## src/rtl/pool_engine_v2.sv

```systemverilog
// Streaming non-overlapping PxP max/average pooling over an MxM row-major
// feature map; C independent lane datapaths share one window controller.
module pool_engine_v2 #(
   parameter int             M         = 12,
   parameter int             P         = 3,
   parameter int             N         = 16,
   parameter int             Q         = 12,
   parameter int             C         = 1,
   parameter logic [N-1:0]   P_SQR_INV = 16'h01C7
) (
   input  logic             clk,
   input  logic             master_rst,
   input  logic             ce,
   input  logic             flush,
   input  logic             mode,
   input  logic [C*N-1:0]   data_in,
   output logic [C*N-1:0]   data_out,
   output logic             valid_op,
   output logic             end_op,
   output logic             busy
);
   localparam int NW  = M / P;
   localparam int WW  = (NW > 1) ? $clog2(NW) : 1;
   localparam int CXW = $clog2(P);
   localparam int AW  = N + $clog2(P * P);
   localparam int PW  = AW + N + 1;
   localparam logic signed [PW-1:0] HALF    = PW'(64'd1 << (Q - 1));
   localparam logic signed [PW-1:0] SAT_MAX = {{(PW-N+1){1'b0}}, {(N-1){1'b1}}};
   localparam logic signed [PW-1:0] SAT_MIN = {{(PW-N+1){1'b1}}, {(N-1){1'b0}}};

   // Scale the window sum by 1/(P*P), round half up, clamp to N-bit signed.
   function automatic logic [N-1:0] avg_sat(input logic signed [AW-1:0] sum);
      logic signed [PW-1:0] w_prod;
      logic signed [PW-1:0] w_shr;
      logic [N-1:0]         w_res;
      w_prod = PW'(sum) * $signed({{(PW-N){1'b0}}, P_SQR_INV});
      w_shr  = (w_prod + HALF) >>> Q;
      if (w_shr > SAT_MAX)
         w_res = SAT_MAX[N-1:0];
      else if (w_shr < SAT_MIN)
         w_res = SAT_MIN[N-1:0];
      else
         w_res = w_shr[N-1:0];
      return w_res;
   endfunction

   logic [CXW-1:0] r_cx, r_ry;
   logic [WW-1:0]  r_w, r_wr;
   logic           r_mode, r_busy;
   logic           r_fin_vld, r_fin_end, r_fin_mode;
   logic           r_valid, r_end;
   logic           w_acc, w_first, w_last_col, w_row_end, w_final, w_frame_end, w_mode;

   assign w_acc       = ce && !flush;
   assign w_first     = (r_cx == '0) && (r_w == '0) && (r_ry == '0) && (r_wr == '0);
   assign w_last_col  = (r_cx == CXW'(P - 1));
   assign w_row_end   = w_last_col && (r_w == WW'(NW - 1));
   assign w_final     = w_last_col && (r_ry == CXW'(P - 1));
   assign w_frame_end = w_final && (r_w == WW'(NW - 1)) && (r_wr == WW'(NW - 1));
   // The frame's first element already obeys the mode sampled with it.
   assign w_mode      = w_first ? mode : r_mode;

   always_ff @(posedge clk or negedge master_rst) begin
      if (!master_rst) begin
         r_cx   <= '0;
         r_w    <= '0;
         r_ry   <= '0;
         r_wr   <= '0;
         r_mode <= 1'b1;
      end else if (flush) begin
         r_cx <= '0;
         r_w  <= '0;
         r_ry <= '0;
         r_wr <= '0;
      end else if (ce) begin
         if (w_first)
            r_mode <= mode;
         r_cx <= w_last_col ? '0 : r_cx + 1'b1;
         if (w_row_end) begin
            r_w <= '0;
            if (r_ry == CXW'(P - 1)) begin
               r_ry <= '0;
               r_wr <= (r_wr == WW'(NW - 1)) ? '0 : r_wr + 1'b1;
            end else begin
               r_ry <= r_ry + 1'b1;
            end
         end else if (w_last_col) begin
            r_w <= r_w + 1'b1;
         end
      end
   end

   // Stage p0 -> p1: a finished window issues one cycle later regardless of
   // ce or flush, so a result already computed is never lost.
   always_ff @(posedge clk or negedge master_rst) begin
      if (!master_rst) begin
         r_fin_vld  <= 1'b0;
         r_fin_end  <= 1'b0;
         r_fin_mode <= 1'b1;
         r_valid    <= 1'b0;
         r_end      <= 1'b0;
         r_busy     <= 1'b0;
      end else begin
         r_fin_vld <= w_acc && w_final;
         r_fin_end <= w_acc && w_frame_end;
         if (w_acc && w_final)
            r_fin_mode <= w_mode;
         r_valid <= r_fin_vld;
         r_end   <= r_fin_vld && r_fin_end;
         if (flush)
            r_busy <= 1'b0;
         else if (w_acc && w_first)
            r_busy <= 1'b1;
         else if (r_fin_vld && r_fin_end)
            r_busy <= 1'b0;
      end
   end

   for (genvar k = 0; k < C; k++) begin : g_lane
      logic signed [N-1:0]  w_d;
      logic signed [AW-1:0] w_dx, w_opnd, w_f;
      logic signed [AW-1:0] r_acc, r_fin;
      logic signed [AW-1:0] r_lbuf [NW];
      logic [N-1:0]         r_out;

      assign w_d    = data_in[k*N +: N];
      assign w_dx   = AW'(w_d);
      // First column of a window row continues from the partial result
      // parked in the line buffer by the rows above.
      assign w_opnd = (r_cx == '0) ? r_lbuf[r_w] : r_acc;

      always_comb begin
         w_f = w_dx;
         if (!((r_cx == '0) && (r_ry == '0))) begin
            if (w_mode)
               w_f = (w_dx > w_opnd) ? w_dx : w_opnd;
            else
               w_f = w_dx + w_opnd;
         end
      end

      always_ff @(posedge clk) begin
         if (w_acc) begin
            r_acc <= w_f;
            if (w_last_col && (r_ry != CXW'(P - 1)))
               r_lbuf[r_w] <= w_f;
            if (w_final)
               r_fin <= w_f;
         end
      end

      always_ff @(posedge clk or negedge master_rst) begin
         if (!master_rst)
            r_out <= '0;
         else if (r_fin_vld)
            r_out <= r_fin_mode ? r_fin[N-1:0] : avg_sat(r_fin);
      end

      assign data_out[k*N +: N] = r_out;
   end

   assign valid_op = r_valid;
   assign end_op   = r_end;
   assign busy     = r_busy;

endmodule

```

## config.mk

```make
export PLATFORM = sky130hd
export DESIGN_NAME = pool_engine_v2
export DESIGN_NICKNAME = d
export VERILOG_FILES = /design/src/rtl/pool_engine_v2.sv
export SDC_FILE = /design/constraint.sdc
export NUM_CORES = 1
export LEC_CHECK = 0
export CORE_MARGIN = 2
export CORE_UTILIZATION = 60
export DETAILED_ROUTE_END_ITERATION = 8
export HOLD_SLACK_MARGIN = 0.15
export PLACE_DENSITY_LB_ADDON = 0.3
export REMOVE_ABC_BUFFERS = 1
export SLEW_MARGIN = 20
export SYNTH_ARGS = -nofsm -noshare
export SYNTH_HDL_FRONTEND = slang
export SYNTH_SLANG_ARGS = --single-unit
```

## constraint.sdc

```tcl
create_clock -name clk -period 10.24 [get_ports clk]
set_clock_uncertainty 0.1 [all_clocks]
set_input_delay 1.024 -clock clk [delete_from_list [all_inputs] [get_ports clk]]
set_output_delay 1.024 -clock clk [all_outputs]
set_load 0.05 [all_outputs]
```

==> impl_table.tex, run 1 <==
\begin{tabular}{lr}
\hline
Metric & Value \\
\hline
\multicolumn{2}{l}{\textbf{Critical path}} \\
\quad Arrival time of the worst setup path & 6.18 ns \\
\quad Data required time at the worst endpoint & 10.42 ns \\
\quad Capturing element type of the critical path & flop \\
\quad Maximum fanout count along the critical path & 23 \\
\quad R2r startpoint & g\_lane[0].r\_fin[19]\$\_DFFE\_PP\_ \\
\quad Path type of the worst setup path & flop to flop \\
\quad Critical path origin & g\_lane[0].r\_fin[19]\$\_DFFE\_PP\_ \\
\quad Startpoint types & flop \\
\multicolumn{2}{l}{\textbf{Floorplan}} \\
\quad Starting density of the core & 61.61\% \\
\quad Boundary pin count & 40 \\
\quad Placeable Area & 19590 um\^{}2 \\
\quad Number of placement rows & 51 \\
\quad Width of the chip & 145.8 um \\
\quad Full die area & 21270 um\^{}2 \\
\quad Y dimension of the die & 145.8 um \\
\multicolumn{2}{l}{\textbf{Timing}} \\
\quad Hold Fails Final Rpt & 0 \\
\quad Relative slew slack & 27.68\% \\
\quad Final Setup Violations & 0 \\
\quad Final critical-path required period & 5.999 ns \\
\quad Max Clk Rate & 166.7 MHz \\
\quad Final setup margin & 4.241 ns \\
\quad Slew @ Worst Pin & 1.085 ns \\
\quad Period Utilization, post-route & 58.59\% \\
\quad Worst-case hold slack & 0.3853 ns \\
\quad Number of slew-limit violations in the final report & 0 \\
\quad Unrepaired setup endpoints after global routing & no \\
\quad Setup TNS Final & 0 ns \\
\multicolumn{2}{l}{\textbf{Detailed routing}} \\
\quad Iteration-0 DRC count of the detailed router & 653 \\
\quad Overall routed net length & 25.49 mm \\
\quad DRC violation count after routing & 0 \\
\quad Via total after detailed routing & 8152 \\
\quad First-pass detailed-route iteration total & 5 \\
\quad Post-route ant nets & 0 \\
\quad Post-DR vias/cell & 5.806 \\
\quad WL/cell & 18.15 um \\
\multicolumn{2}{l}{\textbf{Global routing}} \\
\quad Number of global-route vias before repair & 8337 \\
\quad Wire length of the first global-routing pass & 42.46 mm \\
\quad Overall overflow remaining after global route & 0 \\
\quad Number of antenna violations at the first check in global routing & 0 \\
\quad Global routing usage summed across all routing layers & 25.17\% \\
\quad Pin count of the biggest net entering global routing & 35 \\
\multicolumn{2}{l}{\textbf{Synthesis}} \\
\quad Post-synthesis register bit count & 151 \\
\quad Post-synth top area cell & edfxtp\_1 \\
\quad Leading register cell type out of synthesis & edfxtp\_1 \\
\quad Share of flip-flops with an asynchronous set or reset after synthesis & 20.53\% \\
\quad Number of library cell types mapped by synthesis & 82 \\
\quad Top area cells in the synthesized netlist & edfxtp\_1, ha\_1, fa\_1 \\
\quad Post-synth design cell area & 12070 um\^{}2 \\
\quad Multiplexer fraction of the synthesized cell area & 6.199\% \\
\quad Number of synthesized flops with an enable pin & 120 \\
\quad Adder and majority cell fraction of the synthesized area & 26.02\% \\
\quad Mapped Cells & 1095 \\
\quad Top-area cell type share of the netlist area & 29.85\% \\
\quad YS warnings & 0 \\
\quad Most used standard cell by instance count after synthesis & inv\_1 \\
\quad Area share of xor/xnor cells in the synthesized design & 3.410\% \\
\quad Dominant combinational cell family by area after synthesis & adder cells \\
\quad Post-synthesis share of cell area spent on and, or, nand and nor gates & 8.075\% \\
\quad Share of the yosys chip area belonging to registers & 36.30\% \\
\quad Avg Inst Size Synth & 11.02 um\^{}2 \\
\quad Commonest cells in the synthesized netlist & inv\_1, ha\_1, edfxtp\_1, fa\_1, a21oi\_1 \\
\quad Synth Area in Compound Gates & 12.90\% \\
\multicolumn{2}{l}{\textbf{Outcome}} \\
\quad Run status & finished, final reports clean \\
\multicolumn{2}{l}{\textbf{Clock tree}} \\
\quad CTS Root Cell & clkbuf\_16 \\
\quad CTS-repair resized insts & 0 \\
\quad Setup Fix Bufs, Post-CTS & 0 \\
\quad CTS H-Tree Depth & 4 \\
\quad Clk Latency, worst-skew pair & 0.44 ns \\
\quad Clock tree from TritonCTS & built \\
\quad Total clock buffers created by CTS & 17 \\
\quad CTS Hold Buffers Added & 0 \\
\quad Clock Pin Slew Worst Setup and Hold Paths & 0.07 ns \\
\quad Maximum buffer depth of the clock tree & 2 \\
\quad Total number of clock tree sinks & 151 \\
\multicolumn{2}{l}{\textbf{Worst hold path}} \\
\quad Path type of the worst min-delay path & flop to flop \\
\quad Startpoint of the tightest hold check path & r\_fin\_end\$\_DFF\_PN0\_ \\
\multicolumn{2}{l}{\textbf{Power}} \\
\quad Power density relative to cell area & 120.6 nW/um\^{}2 \\
\quad Total leakage power & 5.728 nW \\
\quad Switching part of the total power & 27.74\% \\
\quad Clock network fraction of total power & 41.6\% \\
\quad Sequential cell fraction of total power & 43.6\% \\
\quad Portion of total power attributed to combinational logic & 14.8\% \\
\quad Sum of internal, switching and leakage power & 1.607 mW \\
\quad Cell-internal power & 1.161 mW \\
\quad Max IR drop VDD & 0.1185 mV \\
\quad Switching component of the power & 0.4456 mW \\
\multicolumn{2}{l}{\textbf{Final layout}} \\
\quad Area growth syn-to-layout & 10.36\% \\
\quad \# fillers & 1449 \\
\quad Final Net Count & 1359 \\
\quad Share of final-layout standard cells stronger than drive strength 1 & 9.833\% \\
\quad Ant diodes & 0 \\
\multicolumn{2}{l}{\textbf{Place}} \\
\quad Final weighted congestion in routability-driven placement & 0.8851 \\
\quad Count of input and output buffers & 39 \\
\quad Worst setup timing slack at the placement stage & 4.303 ns \\
\quad Placed wire-length estimate & 19.21 mm \\
\multicolumn{2}{l}{\textbf{Job}} \\
\quad Number of max-cap violations & 0 \\
\hline
\end{tabular}
-- cells by family after synthesis --
| group | count (synthesis) |
|---|---|
| fa+ha+maj | 212 |
| xor+xnor | 47 |
| mux | 48 |
| buf+inv | 221 |
| simple gates | 187 |
| compound gates | 229 |
| flops | 151 |
-- per-layer routing --
layer | GRT usage [%] | vias up | share of wire (%)
met2 | 42.88 | 212 | 49
met1 | 34.19 | 3998 | 45
met4 | 5.392 | 0 | 1.4
li1 | - | 3912 | -
met3 | 4.232 | 30 | 4.6
met5 | 0 | - | 0
-- power groups by stage --
stage | Combinational [mW] | Clock (mW) | Sequential (mW)
after floorplan | 0.164 | 0 | 0.714
after global placement | 0.227 | 0 | 0.713
after detailed placement | 0.234 | 0 | 0.714
after CTS | 0.236 | 0.673 | 0.701
after global routing | 0.264 | 0.699 | 0.702
final | 0.237 | 0.668 | 0.701
-- layout by cell type, fill, tap and decap left out, types with 7 or more instances in the layout --
cell type        instances
inv_1                  189
ha_1                   147
edfxtp_1               120
fa_1                    65
a21oi_1                 62
nor2_1                  45
nand2_1                 44
o21ai_0                 42
clkdlybuf4s50_1         38
xnor2_1                 31
dfrtp_1                 29
mux4_2                  20
o22ai_1                 18
clkbuf_16               17
nand3_1                 16
xor2_1                  16
o21ai_1                 16
mux2_2                  14
mux2i_1                 14
nand3b_1                13
nor3_1                  12
a21o_1                  12
a21oi_2                 11
and2_1                   8
or3_1                    7
inv_8                    7
-- worst max-delay path: stages (launching register included) --
cell and delay, ns:
edfxtp_1 0.87, ha_1 0.36, inv_1 0.06, ha_1 0.33, fa_1 0.57, inv_1 0.05, fa_1 0.45, fa_1 0.41
inv_1 0.07, ha_1 0.27, and2_4 0.20, a221o_1 0.35, a21oi_1 0.17, o21ai_1 0.13, a22oi_2 0.21, o21a_1 0.21
o211ai_4 0.19, o32ai_4 0.71, a21oi_1 0.14
-- final timing paths --
path,endpoint,slack [ns],cells after the start
setup / recovery,data_out[11]$_DFFE_PN0P_,4.24,18
hold / removal,end_op$_DFF_PN0_,0.39,2
setup reg to reg,data_out[11]$_DFFE_PN0P_,4.24,18
hold reg to reg,end_op$_DFF_PN0_,0.39,2
max in group asynchronous,r_fin_vld$_DFF_PN0_,8.93,1
min in group asynchronous,data_out[12]$_DFFE_PN0P_,0.59,1
-- area by class of cell --
type | instances | area (um^2) | share of cell area [%]
multi-input cells | 723 | 6844 | 51.38
repair buffers | 44 | 422.9 | 3.175
well taps | 265 | 331.6 | 2.489
clock buffers | 17 | 425.4 | 3.194
inverters | 189 | 709.4 | 5.326
clock inverters | 15 | 205.2 | 1.540
flip-flops and latches | 151 | 4382 | 32.89
-- flip-flops by register name (all words and copies together) (netlist names) --
| name | count |
|---|---|
| g_lane.r_lbuf | 80 |
| g_lane.r_acc | 20 |
| g_lane.r_fin | 20 |
| data_out | 16 |
| r_cx | 2 |
| r_ry | 2 |
| r_w | 2 |
| r_wr | 2 |
| busy | 1 |
| end_op | 1 |
| r_fin_end | 1 |
| r_fin_mode | 1 |
| r_fin_vld | 1 |
| r_mode | 1 |
| valid_op | 1 |
-- metrics by stage --
stage	area, um^2	utilization (%)	instances
floorplan	11920	-	1063
global placement	12680	64.75	1372
detailed placement	12680	64.75	1372
CTS	13320	67.97	1404
global route	13320	68.00	1404
finish	13320	68.00	1404
No activity file was read; power rests on OpenSTA's default activity.
==> inputs of run 2 (changes only) <==
- CORE_UTILIZATION: 60 -> 57
- clock period: 10.24 -> 5.1 ns (I/O delays scaled with it)
==> run 2 against run 1 <==
The flow now finishes with violations (setup timing). Die area increased by 5.1%. Setup slack worse by 4.5 ns. Combinational power increased by 110%. Clock power increased by 89%. Worst hold slack got worse by 0.022 ns. Critical path type unchanged.
==> impl_table.tex, run 2 (synthesis gave the netlist of run 1 again) <==
\begin{tabular}{lr}
\hline
Metric & Value \\
\hline
\multicolumn{2}{l}{\textbf{Outcome}} \\
\quad Run status & complete, but fails checks \\
\quad Failing checks & setup timing \\
\multicolumn{2}{l}{\textbf{Job}} \\
\quad Number of max-cap violations & 0 (unchanged) \\
\multicolumn{2}{l}{\textbf{Clock tree}} \\
\quad Clock Pin Slew Worst Setup and Hold Paths & 0.07 ns (about the same) \\
\quad CTS Root Cell & clkbuf\_16 \\
\quad Total number of clock tree sinks & 151 (unchanged) \\
\quad Clock tree from TritonCTS & built \\
\quad Clk Latency, worst-skew pair & 0.44 ns (about the same) \\
\quad CTS H-Tree Depth & 4 (unchanged) \\
\quad Maximum buffer depth of the clock tree & 2 (unchanged) \\
\quad Total clock buffers created by CTS & 17 (unchanged) \\
\multicolumn{2}{l}{\textbf{Timing}} \\
\quad Final setup margin & -0.2252 ns (-4.466 ns) \\
\quad Slew @ Worst Pin & 1.108 ns (+0.02346 ns) \\
\quad Max Clk Rate & 187.8 MHz (+13\%) \\
\quad Final Setup Violations & 16 (+16) \\
\quad Relative slew slack & 26.11\% (-1.6 points) \\
\quad Period Utilization, post-route & 104.4\% (+46 points) \\
\quad Unrepaired setup endpoints after global routing & yes \\
\quad Final critical-path required period & 5.325 ns (-0.6740 ns) \\
\quad Number of slew-limit violations in the final report & 0 (unchanged) \\
\quad Hold Fails Final Rpt & 0 (unchanged) \\
\multicolumn{2}{l}{\textbf{Detailed routing}} \\
\quad Iteration-0 DRC count of the detailed router & 734 (+12\%) \\
\quad First-pass detailed-route iteration total & 7 (+2) \\
\quad Post-DR vias/cell & 5.762 (-0.76\%) \\
\quad Overall routed net length & 30.16 mm (+18\%) \\
\quad Via total after detailed routing & 8833 (+8.4\%) \\
\quad DRC violation count after routing & 0 (unchanged) \\
\quad WL/cell & 19.67 um (+8.4\%) \\
\quad Post-route ant nets & 0 (unchanged) \\
\multicolumn{2}{l}{\textbf{Place}} \\
\quad Placed cell count & 1470 (+7.1\%) \\
\quad Count of input and output buffers & 39 (unchanged) \\
\quad Final weighted congestion in routability-driven placement & 0.9102 (+2.8\%) \\
\quad Worst setup timing slack at the placement stage & -0.2239 ns (-4.527 ns) \\
\quad Placed wire-length estimate & 20.02 mm (+4.2\%) \\
\multicolumn{2}{l}{\textbf{Final layout}} \\
\quad Area growth syn-to-layout & 21.98\% \\
\quad Share of final-layout standard cells stronger than drive strength 1 & 24.82\% (+15 points) \\
\quad Reg with most FFs & g\_lane.r\_lbuf \\
\quad Final standard cell count with taps included and fillers excluded & 1533 (+9.2\%) \\
\quad Commonest cells after routing, fill and taps aside & inv\_1, edfxtp\_1, ha\_1 \\
\quad Most common library cell in the layout ignoring fill and taps & inv\_1 \\
\quad Largest registers & g\_lane.r\_lbuf: 80 flops, g\_lane.r\_acc: 20 flops, g\_lane.r\_fin: 20 flops \\
\quad Final Net Count & 1477 (+8.7\%) \\
\quad Largest register FFs & 80 (unchanged) \\
\multicolumn{2}{l}{\textbf{Global routing}} \\
\quad Number of global-route vias before repair & 9060 (+8.7\%) \\
\quad Number of antenna violations at the first check in global routing & 1 (+1) \\
\quad Wire length of the first global-routing pass & 46.91 mm (+10\%) \\
\quad Pin count of the biggest net entering global routing & 32 (-8.6\%) \\
\quad Overall overflow remaining after global route & 0 (unchanged) \\
\quad Global routing usage summed across all routing layers & 27.37\% (+2.2 points) \\
\multicolumn{2}{l}{\textbf{Critical path}} \\
\quad Cell occurring most often along the worst timing path & fa\_2 \\
\quad Data required time at the worst endpoint & 5.32 ns (-5.10 ns) \\
\quad Kind of cell adding the most delay to the critical path & adder cells \\
\quad Path type of the worst setup path & flop to flop \\
\quad Number of buffers and inverters on the critical path & 6 (+3) \\
\quad Capturing element type of the critical path & flop \\
\quad Maximum fanout count along the critical path & 7 (-70\%) \\
\quad Arrival time of the worst setup path & 5.55 ns (-0.63 ns) \\
\quad Cells along the critical path & buf\_6, ha\_4, inv\_4, fa\_2, inv\_2, fa\_2, inv\_2, fa\_2, fa\_2, inv\_2, ha\_4, and2\_4, a221o\_1, a21oi\_2, o21ai\_2, a22oi\_2, o21a\_1, o211ai\_4, o32ai\_4, clkbuf\_16, a21oi\_2 \\
\quad CP max-delay cell & fa\_2 \\
\quad Slowest stage delay, CP & 0.57 ns (-0.30 ns) \\
\quad Startpoint types & flop \\
\multicolumn{2}{l}{\textbf{Floorplan}} \\
\quad Full die area & 22360 um\^{}2 (+5.1\%) \\
\quad Width of the chip & 149.5 um (+2.5\%) \\
\quad Y dimension of the die & 149.5 um (+2.5\%) \\
\quad Number of placement rows & 53 (+3.9\%) \\
\quad Placeable Area & 20890 um\^{}2 (+6.6\%) \\
\quad Boundary pin count & 40 (unchanged) \\
\quad Starting density of the core & 57.78\% (-3.8 points) \\
\multicolumn{2}{l}{\textbf{Power}} \\
\quad Max IR drop VDD & 0.2302 mV (+94\%) \\
\quad Total leakage power & 6.304 nW (+10\%) \\
\quad Sum of internal, switching and leakage power & 3.160 mW (+97\%) \\
\quad Power density relative to cell area & 214.7 nW/um\^{}2 (+78\%) \\
\multicolumn{2}{l}{\textbf{Worst hold path}} \\
\quad Path type of the worst min-delay path & flop to flop \\
\hline
\end{tabular}
## run 2: area by class of cell
class	count	area [um^2]
antenna	1	2.502
clock buffer	17	425.4
clock inverter	15	171.4
fill	1408	6166
inverter	189	711.9
multi-input combinational	723	7297
sequential	151	4382
tap	275	344.1
timing repair buffer	162	1389
## run 2: stage by stage
step                cell area (um^2)  hold slack, ns  utilization [%]  setup TNS [ns]
finish                         14720          0.3634            70.48          -3.022
global route                   14720          0.4117            70.47          -5.144
CTS                            14440          0.3664            69.15          -1.204
detailed placement             13400          0.3518            64.13          -3.223
global placement               13400          0.3404            64.13          -1.144
floorplan                      11920          0.1144                -          -4.320
## run 2: worst paths after layout
check                           slack [ns]  cells after the start                           from                        to
worst max-delay path                 -0.23                     21  g_lane[0].r_fin[13]$_DFFE_PP_   data_out[1]$_DFFE_PN0P_
worst min-delay path                  0.36                      2            r_fin_end$_DFF_PN0_          end_op$_DFF_PN0_
worst max register to register       -0.23                     21  g_lane[0].r_fin[13]$_DFFE_PP_   data_out[1]$_DFFE_PN0P_
worst min register to register        0.36                      2            r_fin_end$_DFF_PN0_          end_op$_DFF_PN0_
max in group asynchronous             3.77                      2                     master_rst       r_fin_end$_DFF_PN0_
min in group asynchronous             0.58                      2                     master_rst  data_out[13]$_DFFE_PN0P_
## run 2: timing repair
action	4_1_cts	5_1_grt
buffers inserted	18	11
pin swaps	65	46
hold endpoints to repair	29	0
hold buffers	1	0
resized for setup	49	46
setup endpoints to repair	16	16
cloned	1	0
## run 2: where the power goes
group	switching [mW]	internal [mW]	leakage [nW]
Clock	0.599	0.660	0.292
Sequential	0.0131	1.40	1.51
Combinational	0.300	0.194	4.50
Total	0.912	2.25	6.30
## run 2: worst reg2reg max path, stage by stage (launching register included)
cell and delay [ns]:
edfxtp_1 0.49, buf_6 0.17, ha_4 0.28, inv_4 0.05
fa_2 0.57, inv_2 0.06, fa_2 0.52, inv_2 0.04
fa_2 0.37, fa_2 0.37, inv_2 0.09, ha_4 0.21
and2_4 0.16, a221o_1 0.34, a21oi_2 0.16, o21ai_2 0.09
a22oi_2 0.17, o21a_1 0.21, o211ai_4 0.10, o32ai_4 0.40
clkbuf_16 0.24, a21oi_2 0.05
## run 2: per-layer routing
metal	wire, um	vias up	share of wire (%)	GRT usage [%]
met5	0	-	0	0
met4	865	0	2.9	10.43
met3	1274	67	4.2	4.665
met2	15500	282	51	47.66
met1	12520	4345	42	34.18
li1	-	4139	-	-
